==> src/rtl/proc_job_sequencer_if.sv <==
// Host/pipeline signal bundle for the job sequencer.
// The slave modport is the sequencer's view; the master modport drives it.
interface proc_job_sequencer_if #(
  parameter int unsigned JOB_W = 2
);
  logic             TICK_1US;
  logic             CFG_WE;
  logic [JOB_W-1:0] CFG_ADDR;
  logic [7:0]       CFG_DATA;
  logic [JOB_W:0]   SEQ_LEN;
  logic             SEQ_START;
  logic             SEQ_ABORT;
  logic             LOOP_EN;
  logic             PROC_BUSY;
  logic             PROC_DONE;
  logic             PROC_GO;
  logic             GAMMA_EN;
  logic             INVGAMMA_EN;
  logic             BOUND_ABS;
  logic [3:0]       COEFF_SEL;
  logic             SEQ_BUSY;
  logic             SEQ_DONE;
  logic [1:0]       SEQ_ERR;
  logic [JOB_W-1:0] JOB_IDX;
  logic [23:0]      JOB_TIME_US;
  logic [15:0]      LOOP_CNT;

  modport slave (
    input  TICK_1US, CFG_WE, CFG_ADDR, CFG_DATA, SEQ_LEN, SEQ_START,
           SEQ_ABORT, LOOP_EN, PROC_BUSY, PROC_DONE,
    output PROC_GO, GAMMA_EN, INVGAMMA_EN, BOUND_ABS, COEFF_SEL, SEQ_BUSY,
           SEQ_DONE, SEQ_ERR, JOB_IDX, JOB_TIME_US, LOOP_CNT
  );

  modport master (
    output TICK_1US, CFG_WE, CFG_ADDR, CFG_DATA, SEQ_LEN, SEQ_START,
           SEQ_ABORT, LOOP_EN, PROC_BUSY, PROC_DONE,
    input  PROC_GO, GAMMA_EN, INVGAMMA_EN, BOUND_ABS, COEFF_SEL, SEQ_BUSY,
           SEQ_DONE, SEQ_ERR, JOB_IDX, JOB_TIME_US, LOOP_CNT
  );
endinterface

==> src/rtl/proc_job_sequencer.sv <==
// Steps the image pipeline through a small job table: applies each job's
// config, strobes GO after a settle period, times the pass and reports status.
module proc_job_sequencer #(
  parameter int unsigned NUM_JOBS   = 4,
  parameter int unsigned JOB_W      = 2,
  parameter int unsigned SETTLE_CYC = 4,
  parameter int unsigned TIMEOUT_US = 100000
) (
  input  logic                  CLK,
  input  logic                  RST,
  proc_job_sequencer_if.slave   bus
);

  typedef enum logic [2:0] {
    S_IDLE,
    S_SETUP,
    S_GO,
    S_WAIT_DONE,
    S_NEXT,
    S_FINISH
  } state_e;

  // Table entry keeps {COEFF_SEL, BOUND_ABS, INVGAMMA_EN, GAMMA_EN}; bit 3 is reserved.
  logic [6:0]       tab_q [NUM_JOBS];

  state_e           state_q, state_d;
  logic [JOB_W-1:0] job_q, job_d;
  logic [JOB_W:0]   len_q, len_d;
  logic [3:0]       settle_q, settle_d;
  logic [23:0]      timer_q, timer_d;
  logic [23:0]      job_time_q, job_time_d;
  logic [15:0]      loop_cnt_q, loop_cnt_d;
  logic [1:0]       err_q, err_d;
  logic             busy_q, busy_d;
  logic             go_q, go_d;
  logic             done_q, done_d;
  logic             gamma_q, gamma_d;
  logic             invg_q, invg_d;
  logic             bound_q, bound_d;
  logic [3:0]       coeff_q, coeff_d;

  logic             ld_en;
  logic [JOB_W-1:0] ld_idx;
  logic [6:0]       ld_cfg;
  logic             len_bad;
  logic             last_job;

  logic unused_ok;
  assign unused_ok = &{1'b0, bus.PROC_BUSY, bus.CFG_DATA[3]};

  assign len_bad  = (bus.SEQ_LEN == '0) || (bus.SEQ_LEN > (JOB_W+1)'(NUM_JOBS));
  assign last_job = !(({1'b0, job_q} + (JOB_W+1)'(1)) < len_q);
  assign ld_cfg   = tab_q[ld_idx];

  always_comb begin
    state_d    = state_q;
    job_d      = job_q;
    len_d      = len_q;
    settle_d   = settle_q;
    timer_d    = timer_q;
    job_time_d = job_time_q;
    loop_cnt_d = loop_cnt_q;
    err_d      = err_q;
    busy_d     = busy_q;
    go_d       = 1'b0;
    done_d     = 1'b0;
    gamma_d    = gamma_q;
    invg_d     = invg_q;
    bound_d    = bound_q;
    coeff_d    = coeff_q;
    ld_en      = 1'b0;
    ld_idx     = '0;

    // Abort outranks every other event, including a coincident DONE or timeout.
    if (state_q != S_IDLE && bus.SEQ_ABORT) begin
      state_d = S_IDLE;
      err_d   = 2'd2;
      busy_d  = 1'b0;
    end else begin
      unique case (state_q)
        S_IDLE: begin
          if (bus.SEQ_START) begin
            if (len_bad) begin
              err_d = 2'd3;
            end else begin
              state_d    = S_SETUP;
              busy_d     = 1'b1;
              err_d      = 2'd0;
              loop_cnt_d = '0;
              len_d      = bus.SEQ_LEN;
              ld_en      = 1'b1;
              ld_idx     = '0;
            end
          end
        end
        S_SETUP: begin
          if (settle_q == 4'(SETTLE_CYC)) begin
            state_d = S_GO;
            go_d    = 1'b1;
          end else begin
            settle_d = settle_q + 4'd1;
          end
        end
        S_GO: begin
          timer_d = '0;
          state_d = S_WAIT_DONE;
        end
        S_WAIT_DONE: begin
          if (bus.PROC_DONE) begin
            job_time_d = timer_q;
            state_d    = S_NEXT;
          end else if (bus.TICK_1US) begin
            timer_d = timer_q + 24'd1;
            if ((32'(timer_q) + 32'd1) >= TIMEOUT_US) begin
              err_d   = 2'd1;
              state_d = S_FINISH;
            end
          end
        end
        S_NEXT: begin
          if (!last_job) begin
            state_d = S_SETUP;
            ld_en   = 1'b1;
            ld_idx  = job_q + JOB_W'(1);
          end else if (bus.LOOP_EN) begin
            if (loop_cnt_q != '1) loop_cnt_d = loop_cnt_q + 16'd1;
            state_d = S_SETUP;
            ld_en   = 1'b1;
            ld_idx  = '0;
          end else begin
            state_d = S_FINISH;
            done_d  = (err_q == 2'd0);
          end
        end
        S_FINISH: begin
          busy_d  = 1'b0;
          state_d = S_IDLE;
        end
        default: state_d = S_IDLE;
      endcase
    end

    if (ld_en) begin
      job_d    = ld_idx;
      settle_d = '0;
      gamma_d  = ld_cfg[0];
      invg_d   = ld_cfg[1];
      bound_d  = ld_cfg[2];
      coeff_d  = ld_cfg[6:3];
    end
  end

  always_ff @(posedge CLK) begin
    if (RST) begin
      for (int unsigned i = 0; i < NUM_JOBS; i++) tab_q[i] <= '0;
      state_q    <= S_IDLE;
      job_q      <= '0;
      len_q      <= '0;
      settle_q   <= '0;
      timer_q    <= '0;
      job_time_q <= '0;
      loop_cnt_q <= '0;
      err_q      <= '0;
      busy_q     <= 1'b0;
      go_q       <= 1'b0;
      done_q     <= 1'b0;
      gamma_q    <= 1'b0;
      invg_q     <= 1'b0;
      bound_q    <= 1'b0;
      coeff_q    <= '0;
    end else begin
      if (bus.CFG_WE && !busy_q)
        tab_q[bus.CFG_ADDR] <= {bus.CFG_DATA[7:4], bus.CFG_DATA[2:0]};
      state_q    <= state_d;
      job_q      <= job_d;
      len_q      <= len_d;
      settle_q   <= settle_d;
      timer_q    <= timer_d;
      job_time_q <= job_time_d;
      loop_cnt_q <= loop_cnt_d;
      err_q      <= err_d;
      busy_q     <= busy_d;
      go_q       <= go_d;
      done_q     <= done_d;
      gamma_q    <= gamma_d;
      invg_q     <= invg_d;
      bound_q    <= bound_d;
      coeff_q    <= coeff_d;
    end
  end

  assign bus.PROC_GO     = go_q;
  assign bus.GAMMA_EN    = gamma_q;
  assign bus.INVGAMMA_EN = invg_q;
  assign bus.BOUND_ABS   = bound_q;
  assign bus.COEFF_SEL   = coeff_q;
  assign bus.SEQ_BUSY    = busy_q;
  assign bus.SEQ_DONE    = done_q;
  assign bus.SEQ_ERR     = err_q;
  assign bus.JOB_IDX     = job_q;
  assign bus.JOB_TIME_US = job_time_q;
  assign bus.LOOP_CNT    = loop_cnt_q;

endmodule

==> src/flat_wrapper.sv <==
// flat-port wrapper written by rule: the top's interface ports become plain ports
module proc_job_sequencer_flat 
#(
  parameter int unsigned NUM_JOBS   = 4,
  parameter int unsigned JOB_W      = 2,
  parameter int unsigned SETTLE_CYC = 4,
  parameter int unsigned TIMEOUT_US = 100000
)
  (CLK, RST, bus_TICK_1US, bus_CFG_WE, bus_CFG_ADDR, bus_CFG_DATA, bus_SEQ_LEN, bus_SEQ_START, bus_SEQ_ABORT, bus_LOOP_EN, bus_PROC_BUSY, bus_PROC_DONE, bus_PROC_GO, bus_GAMMA_EN, bus_INVGAMMA_EN, bus_BOUND_ABS, bus_COEFF_SEL, bus_SEQ_BUSY, bus_SEQ_DONE, bus_SEQ_ERR, bus_JOB_IDX, bus_JOB_TIME_US, bus_LOOP_CNT);
  proc_job_sequencer_if #(.JOB_W(JOB_W)) bus_i ();
  input  logic CLK;
  input  logic RST;
  input wire logic [$bits(bus_i.TICK_1US)-1:0] bus_TICK_1US;
  input wire logic [$bits(bus_i.CFG_WE)-1:0] bus_CFG_WE;
  input wire logic [$bits(bus_i.CFG_ADDR)-1:0] bus_CFG_ADDR;
  input wire logic [$bits(bus_i.CFG_DATA)-1:0] bus_CFG_DATA;
  input wire logic [$bits(bus_i.SEQ_LEN)-1:0] bus_SEQ_LEN;
  input wire logic [$bits(bus_i.SEQ_START)-1:0] bus_SEQ_START;
  input wire logic [$bits(bus_i.SEQ_ABORT)-1:0] bus_SEQ_ABORT;
  input wire logic [$bits(bus_i.LOOP_EN)-1:0] bus_LOOP_EN;
  input wire logic [$bits(bus_i.PROC_BUSY)-1:0] bus_PROC_BUSY;
  input wire logic [$bits(bus_i.PROC_DONE)-1:0] bus_PROC_DONE;
  output wire logic [$bits(bus_i.PROC_GO)-1:0] bus_PROC_GO;
  output wire logic [$bits(bus_i.GAMMA_EN)-1:0] bus_GAMMA_EN;
  output wire logic [$bits(bus_i.INVGAMMA_EN)-1:0] bus_INVGAMMA_EN;
  output wire logic [$bits(bus_i.BOUND_ABS)-1:0] bus_BOUND_ABS;
  output wire logic [$bits(bus_i.COEFF_SEL)-1:0] bus_COEFF_SEL;
  output wire logic [$bits(bus_i.SEQ_BUSY)-1:0] bus_SEQ_BUSY;
  output wire logic [$bits(bus_i.SEQ_DONE)-1:0] bus_SEQ_DONE;
  output wire logic [$bits(bus_i.SEQ_ERR)-1:0] bus_SEQ_ERR;
  output wire logic [$bits(bus_i.JOB_IDX)-1:0] bus_JOB_IDX;
  output wire logic [$bits(bus_i.JOB_TIME_US)-1:0] bus_JOB_TIME_US;
  output wire logic [$bits(bus_i.LOOP_CNT)-1:0] bus_LOOP_CNT;
  assign bus_i.TICK_1US = bus_TICK_1US;
  assign bus_i.CFG_WE = bus_CFG_WE;
  assign bus_i.CFG_ADDR = bus_CFG_ADDR;
  assign bus_i.CFG_DATA = bus_CFG_DATA;
  assign bus_i.SEQ_LEN = bus_SEQ_LEN;
  assign bus_i.SEQ_START = bus_SEQ_START;
  assign bus_i.SEQ_ABORT = bus_SEQ_ABORT;
  assign bus_i.LOOP_EN = bus_LOOP_EN;
  assign bus_i.PROC_BUSY = bus_PROC_BUSY;
  assign bus_i.PROC_DONE = bus_PROC_DONE;
  assign bus_PROC_GO = bus_i.PROC_GO;
  assign bus_GAMMA_EN = bus_i.GAMMA_EN;
  assign bus_INVGAMMA_EN = bus_i.INVGAMMA_EN;
  assign bus_BOUND_ABS = bus_i.BOUND_ABS;
  assign bus_COEFF_SEL = bus_i.COEFF_SEL;
  assign bus_SEQ_BUSY = bus_i.SEQ_BUSY;
  assign bus_SEQ_DONE = bus_i.SEQ_DONE;
  assign bus_SEQ_ERR = bus_i.SEQ_ERR;
  assign bus_JOB_IDX = bus_i.JOB_IDX;
  assign bus_JOB_TIME_US = bus_i.JOB_TIME_US;
  assign bus_LOOP_CNT = bus_i.LOOP_CNT;
  proc_job_sequencer #(.NUM_JOBS(NUM_JOBS), .JOB_W(JOB_W), .SETTLE_CYC(SETTLE_CYC), .TIMEOUT_US(TIMEOUT_US)) u_core (.CLK(CLK), .RST(RST), .bus(bus_i));
endmodule
==> config.mk <==
export PLATFORM = sky130hd
export DESIGN_NAME = proc_job_sequencer_flat
export DESIGN_NICKNAME = d
export VERILOG_FILES = /design/src/rtl/proc_job_sequencer_if.sv /design/src/rtl/proc_job_sequencer.sv /design/src/flat_wrapper.sv
export SDC_FILE = /design/constraint.sdc
export NUM_CORES = 1
export LEC_CHECK = 0
export ABC_CLOCK_PERIOD_IN_PS = 3000
export CAP_MARGIN = 20
export CORE_MARGIN = 3
export CORE_UTILIZATION = 35
export DETAILED_ROUTE_END_ITERATION = 10
export HOLD_SLACK_MARGIN = 0.08
export PLACE_DENSITY = 0.59
export SYNTH_ARGS = -nofsm -noshare
export SYNTH_HDL_FRONTEND = slang
export SYNTH_SLANG_ARGS = --single-unit
export TNS_END_PERCENT = 50
==> constraint.sdc <==
create_clock -name CLK -period 3 [get_ports CLK]
set_clock_uncertainty 0.2 [all_clocks]
set_input_delay 0.6 -clock CLK [delete_from_list [all_inputs] [get_ports CLK]]
set_output_delay 0.6 -clock CLK [all_outputs]
set_load 0.02 [all_outputs]
==> results.cfg <==
[grt]
first_global_vias = 4812
grt.total_usage = 0.165
grt_pass1_wl_mm = 23.9
antenna_found_initial = 0
grt_overflow = 0
grt_max_degree = 60

[worst_setup_path]
crit_fanout = 4
critPathLaunchType = flop
slowest_stage = dfxtp_1
path_class = reg2reg
worst_ep_required_time_ps = 3130
critPathMaxStageDelay_ps = 320
path_cells = ha_1 > ha_1 > a21boi_0 > o21ai_1 > a211o_1 > a21oi_2 > and3_1 > nand2_1 > or3_1 > a21oi_1
crit_path_end_kind = flop
path_common_cell = ha_1
arrival_ps = 2930

[synth]
ys_seq_elements = 116
seq_area_frac_synth = 0.460
netlist_top_cells_count = nand2_1 (115), dfxtp_1 (88), a21oi_1 (70), nor2_1 (53), and2_1 (32)
yosysTopAreaCell = dfxtp_1
synth_edf_count = 28
synth-compound-area-share = 0.149
synth_top_family_by_area = simple AND/OR/NAND/NOR gates
post-synth-top-count-cell = nand2_1
synth_nets = 689
syn_area_mm2 = 0.00566
muxShareOfSynthArea = 0.0197
ys_types = 67
synth_cells = 660
synthAdderAreaFrac = 0.0155
synthSimpleGateAreaFrac = 0.282
synth_area_leaders = dfxtp_1 (31%), edfxtp_1 (15%), nand2_1 (7.6%), a21oi_1 (6.2%), and2_1 (3.5%)
synth_xor_area_frac = 0.0294
ys_warn_count = 0
async_reset_ff_frac = 0
yosysTopAreaCellShare = 0.311
synth-main-ff-cell = dfxtp_1
avgSynthCellArea_um2 = 8.58

[routing]
drc = 0
ant_nets = 0
avgRoutedWirePerCell_um = 14.5
first_pass_iters = 6
dr.first_iter.drc_count = 359
wl_mm = 14.1
vias = 4982
vias_per_cell = 5.14

[status]
status = finished clean

[sta]
hold_viol = 0
slew_headroom = 0.579
finalSetupViolCount = 0
maxSlewViolCount = 0
finalSetupTns_ps = 0
rsz0062_at_grt = yes
period_minus_slack_ps = 2800
timing_worst_slew_pin_value_ps = 632
max_freq_mhz = 357
period_share = 0.933

[layout]
areaGrowthSynthToFinish_pct = 28.8
final_util = 0.469
layout-drive-gt1-share = 0.115
diodes = 0
finalInstanceArea_mm2 = 0.00730
instances_no_fill = 970
finalNetCount = 776

[power]
p_leak_nw = 2.57
irDropWorstVdd_v = 0.000402
report.power.total_mw = 3.82
power.density_mw_per_mm2 = 523

[placed_design]
placed_cells = 939
hpwl_mm = 10.0
gp_congestion = 0.800
port_buffers = 73
post_dp_cell_area_mm2 = 0.00672

[floorplanning]
die_h_um = 133
initial_core_util = 0.364
dieWidth_um = 133
io_pins = 76
coreArea_mm2 = 0.0155
row_count = 45
die_area_mm2 = 0.0177

[clocking]
post_cts_buffers = 0
clockBufferDepth = 2
cts_num_sinks = 116
htreeDepth = 4
cts_buffers = 17
path_clk_slew_ps = 50
cts_tree = built
clk_latency_ps = 420
cts_root_buffer = clkbuf_16

[flow_run]
maxCapViolations = 0

[min_path]
min_path_type = reg2reg
sequential cells by signal (all words and copies together), names as in the netlist:
| signal | flops |
|---|---|
| u_core.bus.PROC_GO | 1 |
| u_core.bus.INVGAMMA_EN | 1 |
| u_core.bus.JOB_IDX | 2 |
| u_core.bus.SEQ_BUSY | 1 |
| u_core.timer_q | 24 |
| u_core.bus.SEQ_ERR | 2 |
| u_core.bus.LOOP_CNT | 16 |
| u_core.len_q | 3 |
| u_core.bus.COEFF_SEL | 4 |
| u_core.settle_q | 4 |
| u_core.bus.SEQ_DONE | 1 |
| u_core.bus.BOUND_ABS | 1 |
| u_core.bus.GAMMA_EN | 1 |
| u_core.state_q | 3 |
| u_core.tab_q | 28 |
| u_core.bus.JOB_TIME_US | 24 |
where the power goes:
group / leakage [nW] / switching [mW] / internal (mW)
logic: 1.29 / 0.131 / 0.0950
clock network: 0.278 / 0.659 / 1.28
registers: 1.00 / 0.0174 / 1.64
kinds of logic (layout without fill, tap and decap cells):
logic type | count (synthesis) | count (layout)
and+or+nand+nor | 318 | 318
AOI/OAI and AO/OA | 137 | 137
DFF | 116 | 116
buffers and inverters | 52 | 151
xor gates and xnor gates | 19 | 19
muxes | 11 | 11
adders and majority gates | 7 | 7
what timing repair did:
action	in CTS	in global routing
gates resized for setup	0	4
hold endpoints to repair	0	0
hold buffers	0	0
endpoints found under the setup margin	0	14
metal layers:
layer,GRT usage,wire (um),share of wire
met5,0,0,0
met4,0.0623,233,0.017
met3,0.0570,900,0.064
met2,0.263,6600,0.47
met1,0.208,6350,0.45
final timing paths:
check	startpoint	end	slack, ps	cells past startpoint
worst min register to register	u_core.bus.JOB_TIME_US[9]	u_core.bus.JOB_TIME_US[9]	250	2
worst max register to register	u_core.bus.JOB_IDX[1]	u_core.bus.LOOP_CNT[15]	200	10
worst max-delay path	u_core.bus.JOB_IDX[1]	u_core.bus.LOOP_CNT[15]	200	10
worst min-delay path	u_core.bus.JOB_TIME_US[9]	u_core.bus.JOB_TIME_US[9]	250	2
placed cells by master, fill, tap and decap left out, drive strengths merged, types with 8 or more instances in the layout:
master,count
nand2,115
dfxtp,88
clkdlybuf4s50,72
a21oi,71
nor2,53
buf,36
and2,32
edfxtp,28
o21ai,26
clkbuf,26
nor3,25
nand3,23
inv,12
xor2,12
and3,12
nand4,11
mux2i,10
nor4,10
nand2b,8
cell type report:
cell class                      count  area (um^2)
Fill cell                        1513         8240
Multi-Input combinational cell    492         2830
Sequential cell                   116         2600
Timing Repair Buffer              108          988
Clock buffer                       26          489
Tap cell                          211          264
Clock inverter                      5         75.1
Inverter                           12         45.0
critical path, delay by kind of cell (launching register included):
family	cells	cell delay [ps]
adders and majority gates	2	580
DFF	1	320
and+or+nand+nor	3	640
AOI/OAI and AO/OA	5	970
metrics by stage:
stage | worst slack (ps) | hold WS [ps]
final | 200 | 250
after global routing | -19.1 | 273
after CTS | 61.3 | 255
after detailed placement | 67.5 | 248
after global placement | 171 | 243
after floorplan | -31.0 | 233
Power figures use the tool's default switching activity.
==> RTL edit, RTL diff (same settings) <==
Re-encode `state_e` (6 states) as one-hot, 6 bits wide.
--- a/src/rtl/proc_job_sequencer.sv
+++ b/src/rtl/proc_job_sequencer.sv
@@ -11,13 +11,13 @@
   proc_job_sequencer_if.slave   bus
 );
 
-  typedef enum logic [2:0] {
-    S_IDLE,
-    S_SETUP,
-    S_GO,
-    S_WAIT_DONE,
-    S_NEXT,
-    S_FINISH
+  typedef enum logic [5:0] {
+    S_IDLE      = 6'b000001,
+    S_SETUP     = 6'b000010,
+    S_GO        = 6'b000100,
+    S_WAIT_DONE = 6'b001000,
+    S_NEXT      = 6'b010000,
+    S_FINISH    = 6'b100000
   } state_e;
 
   // Table entry keeps {COEFF_SEL, BOUND_ABS, INVGAMMA_EN, GAMMA_EN}; bit 3 is reserved.
Formal check against the unedited RTL: no difference found for any inputs over 4 cycles, from zero or initial values and one cycle with RST high; so few cycles prove little.
==> RTL edit against the original RTL <==
Area after synthesis increased by 1.3%. Final area increased by 0.21%. Maximum frequency increased by 0.39%. Sequential cell count increased by 3. Synthesized cell count decreased by 0.76%. Routed wire length increased by 2.4%. Count of clock-buffer cells in the layout decreased by 4. Worst setup slack improved by 0.011 ns. Final cell count decreased by 0.72%. Critical path depth decreased by 1.
Power is not compared: it rests on default switching activity, and its combinational part moved more than twofold at a synthesized area within 25%.
==> RTL edit: results (changes against the original RTL) <==
global_routing:
  grt.met2_usage_pct: 26.4  # was 26.3%
  grt_max_degree: 37  # was 60
  global_route.usage.met3_pct: 4.35  # was 5.70%
  grt_usage_pct: 16.3  # was 16.5%
  first_global_vias: 4672  # was 4812
final_layout:
  layout.nonclk_buf_share_pct: 12.5  # was 13.5%
  fillerInstances: 1554  # was 1513
  layout.clock_buffers: 22  # was 26
  layout-drive-gt1-share_pct: 11.0  # was 11.5%
  area.share.sequential_pct: 36.4  # was 35.7%
  share_of_cell_area_taken_by_multi_input_logic_gates_pct: 39.8  # was 38.8%
  n_all_inverters: 14  # was 12
  final_design_area_no_fill_um2: 7310  # was 7300 um2
worst_setup_path:
  cp.arrival_ns: 2.87  # was 2.93 ns
  worst_r2r_path_depth: 9  # was 10
  critPathTopFamily: "simple AND/OR/NAND/NOR gates"  # was compound AO/OA/AOI/OAI gates
  critical_path.reg2reg.endpoint: "u_core.state_q[5]"  # was u_core.bus.LOOP_CNT[15]
detailed_routing:
  met2_length_um: 6900  # was 6600 um
  wl_met3_um: 713  # was 900 um
  route.layer.met1.wl_um: 6640  # was 6350 um
  detailroute.via_count: 4987  # was 4982
die:
  floorplan.die.width_um: 134  # was 133 um
synth:
  synth_cells: 655  # was 660
  yosys.area_share.xor_xnor_pct: 3.36  # was 2.94%
  synth_top_cells_by_area: "sky130_fd_sc_hd__dfxtp_1 (32%), sky130_fd_sc_hd__edfxtp_1 (15%), sky130_fd_sc_hd__a21oi_1 (6.6%), sky130_fd_sc_hd__nand2_1 (5.7%), sky130_fd_sc_hd__nor2_1 (4.0%)"  # was sky130_fd_sc_hd__dfxtp_1 (31%), sky130_fd_sc_hd__edfxtp_1 (15%), sky130_fd_sc_hd__nand2_1 (7.6%), sky130_fd_sc_hd__a21oi_1 (6.2%), sky130_fd_sc_hd__and2_1 (3.5%)
  synth_fa_ha_area_share_pct: 1.53  # was 1.55%
  synth.cells.most_frequent: "sky130_fd_sc_hd__dfxtp_1 (91), sky130_fd_sc_hd__nand2_1 (87), sky130_fd_sc_hd__a21oi_1 (76)"  # was sky130_fd_sc_hd__nand2_1 (115), sky130_fd_sc_hd__dfxtp_1 (88), sky130_fd_sc_hd__a21oi_1 (70)
  synth_area_in_compound_gates_pct: 14.6  # was 14.9%
timing:
  max_slew_margin_pct: 65.8  # was 57.9%
  fin_worst_hold_slack_ns: 0.250  # about the same
placed_design:
  preCtsSetupSlack_ns: 0.0912  # was 0.0675 ns
run_status:
  run_status: "complete, no violations"  # unchanged
RTL edit: changes by cell type after synthesis, moves of 5 or more:
cell and delta:
sky130_fd_sc_hd__nand2_1 -28, sky130_fd_sc_hd__a21oi_1 +6, sky130_fd_sc_hd__nor2_1 +8, sky130_fd_sc_hd__buf_2 +7, sky130_fd_sc_hd__nor3_1 -6, sky130_fd_sc_hd__and3_1 -5, sky130_fd_sc_hd__a211oi_1 +6
RTL edit: tightest hold or removal path, delay by kind of cell (launching register included):
kind | cells | cell delay, ns
AO/OA/AOI/OAI | 1 | 0.05
AND/OR/NAND/NOR | 1 | 0.05
flip-flops | 1 | 0.30
RTL edit: power groups by stage:
stage                     combinational (uW)  clock, uW  sequential [uW]
after floorplan                          327          0             1830
after global placement                   530          0             1820
after detailed placement                 538          0             1820
after CTS                                542       1780             1790
after global routing                     612       1850             1800
final                                    548       1750             1790
